`config.mk`:
```
export PLATFORM = sky130hd
export DESIGN_NAME = io_port_responder
export DESIGN_NICKNAME = d
export VERILOG_FILES = /design/src/rtl/io_port_responder.sv
export SDC_FILE = /design/constraint.sdc
export NUM_CORES = 1
export LEC_CHECK = 0
export ABC_AREA = 1
export CAP_MARGIN = 10
export CELL_PAD_IN_SITES_DETAIL_PLACEMENT = 0
export CELL_PAD_IN_SITES_GLOBAL_PLACEMENT = 1
export CORE_MARGIN = 3
export CORE_UTILIZATION = 42
export CTS_CLUSTER_SIZE = 12
export DETAILED_ROUTE_END_ITERATION = 8
export PLACE_DENSITY = 0.85
export SYNTH_ARGS = -nofsm -noshare
export SYNTH_HDL_FRONTEND = slang
export SYNTH_SLANG_ARGS = --single-unit
```
`constraint.sdc`:
```
create_clock -name clock -period 1.83 [get_ports clock]
set_input_delay 0.183 -clock clock [delete_from_list [all_inputs] [get_ports clock]]
set_output_delay 0.183 -clock clock [all_outputs]
set_load 0.02 [all_outputs]
```
`src/rtl/io_port_responder.sv`:
```
// Memory-mapped I/O responder: LED register, debounced switches with sticky
// rise flags (write-1-to-clear) and a free-running 32-bit timer.
module io_port_responder #(
    parameter logic [15:0] BASE            = 16'hFFF0,
    parameter int          DEBOUNCE_CYCLES = 50000
) (
    input  logic        clock,
    input  logic        reset,
    input  logic [15:0] address,
    input  logic [31:0] data_in,
    input  logic        we,
    input  logic [3:0]  switches,
    output logic [31:0] data_out,
    output logic        hit,
    output logic [3:0]  LEDs
);
    localparam int            CW      = $clog2(DEBOUNCE_CYCLES);
    localparam logic [CW-1:0] CNT_MAX = CW'(DEBOUNCE_CYCLES - 1);

    logic [3:0]         r_sync1, r_sync2, r_deb, r_flags, r_leds;
    logic [3:0][CW-1:0] r_cnt;
    logic [31:0]        r_timer, r_dout;
    logic               r_hit;

    logic        w_dec, w_wr;
    logic [1:0]  w_off;
    logic [3:0]  w_flip, w_rise, w_clr;
    logic [31:0] w_rdata;

    assign w_dec = (address[15:2] == BASE[15:2]);
    assign w_off = address[1:0];
    assign w_wr  = we & w_dec;
    assign w_clr = (w_wr && w_off == 2'd2) ? data_in[3:0] : 4'h0;

    // A flip happens on the DEBOUNCE_CYCLES-th consecutive differing cycle.
    always_comb begin
        w_flip = 4'h0;
        for (int i = 0; i < 4; i++)
            w_flip[i] = (r_sync2[i] != r_deb[i]) && (r_cnt[i] == CNT_MAX);
    end
    assign w_rise = w_flip & r_sync2;

    always_comb begin
        w_rdata = 32'h0;
        case (w_off)
            2'd0: w_rdata = {28'h0, r_leds};
            2'd1: w_rdata = {28'h0, r_deb};
            2'd2: w_rdata = {28'h0, r_flags};
            2'd3: w_rdata = r_timer;
            default: w_rdata = 32'h0;
        endcase
    end

    always_ff @(posedge clock or negedge reset) begin
        if (!reset) begin
            r_sync1 <= '0;
            r_sync2 <= '0;
            r_deb   <= '0;
            r_cnt   <= '0;
            r_flags <= '0;
            r_leds  <= '0;
            r_timer <= '0;
            r_dout  <= '0;
            r_hit   <= 1'b0;
        end else begin
            r_sync1 <= switches;
            r_sync2 <= r_sync1;
            for (int i = 0; i < 4; i++) begin
                if (r_sync2[i] == r_deb[i]) begin
                    r_cnt[i] <= '0;
                end else if (w_flip[i]) begin
                    r_deb[i] <= r_sync2[i];
                    r_cnt[i] <= '0;
                end else begin
                    r_cnt[i] <= r_cnt[i] + 1'b1;
                end
            end
            if (w_wr && w_off == 2'd0)
                r_leds <= data_in[3:0];
            // New rise is OR'd after the clear so it survives a same-cycle W1C.
            r_flags <= (r_flags & ~w_clr) | w_rise;
            r_timer <= (w_wr && w_off == 2'd3) ? data_in : r_timer + 32'd1;
            r_hit   <= w_dec;
            r_dout  <= (w_dec && !we) ? w_rdata : 32'h0;
        end
    end

    assign data_out = r_dout;
    assign hit      = r_hit;
    assign LEDs     = r_leds;
endmodule

```
==> run metrics <==
Mapped Area 7720 um2; Port-buffer cells 91; main combinational cell family by area after synthesis simple AND/OR/NAND/NOR gates; Die Wd 142 um; Lkg Pwr 4.42 nW; total power draw 7.61 mW; fraction of synthesized area in multiplexers 0; Total GRT Usage 0.198; start of the worst register-to-register path r_timer[1]; CTS max path bufs 2; Post-Synth Simple-Gate Area 0.376; ys flop type dfrtp_1; actual slew at the worst max-slew pin 0.476 ns; Post-Place Cell Area 9030 um2; Reg2Reg Depth 8; slowest CP cell clkdlybuf4s50_1; non-filler cells, final 1359; row cnt 48; Via Count 6666; pre-CTS setup slack 0.0914 ns; Top Ports 92; CTS buffer count 17; R2R Setup Slk 0.22 ns; Distinct cells, synth 34; Clk Tree Root Cell clkbuf_16; Crit Path Category reg2out; Placed Instances 1326; die outline area 20000 um2; sequential-to-total area share from yosys stat 0.483; gpl congestion 0.865; CP Launch Point LEDs[1]; drt first pass iters 5; Post-synth EDFFs 0; Max Fclk 607 MHz; Setup Skew 0.00709 ns; final core utilization 0.548; Routed WL 18.8 mm; Hold Crit Start switches[2]; Congestion Overflow GR 0; #FFs+latches synth 149; Pins Over Slew Limit 0; Routed Antenna Nets 0; Starting Density 0.437; Core Box Area 17700 um2; syn avg cell area 7.71 um2; largest net degree at the start of global routing 45; adder-cell share of the synthesized area 0.00810; Filler cells 1704; initial detailed-routing violation count 449; Worst-Skew Late Latency 0.42 ns; # setup viols final 0; Synth Area in XOR/XNOR 0.0460; Tmin final 1.65 ns; CTS tree yes; power per cell area 786 nW/um2; cell area after layout 9670 um2; status finished, final reports clean; Max IR drop VDD 0.000589 V; Clock Pin Slew Worst Setup and Hold Paths 0.06 ns; number of H-tree levels 4; max_cap viols 0; CP top delay family buffers and inverters; die height 142 um; Hold Path Depth 1; Remaining DRCs 0; post-cts resize count 0; n_diodes 0; Synthesized Nets 1061; Critical Path RT 1.65 ns; final hold viol count 0; Post-CTS Setup Bufs 0; Post-Route Setup TNS 0 ns; crit path capture type output port; via-per-instance ratio 4.91; clk sinks 149; global-route wire length before repair 31.8 mm; Buf+Inv Stages, Crit Path 1; DP HPWL 14.3 mm; Final period util 0.900; antenna violations before repair 1; Crit path largest cell delay 0.65 ns; hold endpoint r_sync1[2]; FFs w/ async S/R, synth 1.00; Total Nets Final 1181; Syn-to-layout area delta 25.3%; RSZ-0062 raised after global routing false; synth top area cells dfrtp_1, nand2_1, nor2_1, nand3_1, inv_1; post-synthesis cell count 1001; reg2reg end r_timer[26]; Worst Slack Setup Final 0.184 ns; per-cell routed wire length 13.9 um; vias in the first global route 6390; crit-path max FO 3; Max transition margin 0.680; share of the synthesized area in the top cell type 0.483; CP Cell Sequence clkdlybuf4s50_1; Commonest cells post-synth nand2_1, nor2_1, dfrtp_1; layout cells sized above 1 0.0794; Ys Warns 0; cell taking the most area after synthesis dfrtp_1; top-count cell post-synth nand2_1; hold_ws 0.200 ns; CP startpoint kind flop; CP Data Arrival Time 1.46 ns; Hold Crit Class in2reg; Synth Area in Compound Gates 0.0162
==> registers in the layout, summed over array words and instances, names as in the netlist <==
signal and count:
hit 1, r_sync1 4, r_cnt 64, r_timer 32, data_out 32, r_deb 4
r_flags 4, r_sync2 4, LEDs 4
==> area by class of cell <==
cell class	count	area, um2	share of cell area
flip-flops and latches	149	3730	0.386
clock buffers	26	519	0.0537
multi-input cells	719	3450	0.356
inverters	122	460	0.0476
well taps	225	282	0.0291
repair buffers	112	1120	0.116
clock inverters	6	114	0.0118
==> cells in the final DEF (no fill, tap or decap), drive strengths merged <==
cell type        n
a21oi            9
a31oi            1
and2             1
buf             21
bufinv           3
clkbuf          26
clkdlybuf4s50   90
clkinv           3
clkinvlp         2
dfrtp          149
dlygate4sd3      1
ha               5
inv            120
nand2          295
nand3          108
nand3b           6
nand4           26
nor2           162
nor3            51
nor3b            2
o211ai           2
o21ai           11
or2              2
xnor2           12
xor2            26
==> where the power goes <==
| part | internal, mW | total [mW] | leakage [nW] | switching [mW] |
|---|---|---|---|---|
| clock network | 2.37 | 3.69 | 0.303 | 1.33 |
| registers | 3.36 | 3.44 | 2.02 | 0.0743 |
| logic | 0.219 | 0.471 | 2.10 | 0.252 |
==> how the worst max path moves through the flow <==
stage	to	slack [ns]	cells after the start
2_1_floorplan	r_timer[30]	0.52	8
3_3_place_gp	data_out[27]	0.1	8
3_5_place_dp	data_out[7]	0.09	8
4_1_cts	LEDs[1]	0.15	1
5_1_grt	r_timer[26]	0.08	8
6_report	LEDs[1]	0.18	1
==> cells by family after synthesis <==
| kind of cell | after synthesis |
|---|---|
| compound gates | 23 |
| xor+xnor | 38 |
| fa+ha+maj | 5 |
| buf+inv | 133 |
| flops | 149 |
| simple gates | 653 |
==> timing repair <==
action | CTS | global route
hold endpoints to repair | 33 | 0
setup endpoints to repair | 0 | 0
hold buffers | 1 | 0
==> metal layers <==
| layer | vias to the layer above | GRT usage | wire [um] |
|---|---|---|---|
| met1 | 3091 | 0.274 | 8780 |
| met2 | 140 | 0.313 | 8810 |
| met5 | - | 0 | 9 |
| met4 | 2 | 0.0485 | 203 |
| met3 | 17 | 0.0516 | 1020 |
| li1 | 3416 | - | - |
Power figures use the tool's default switching activity.
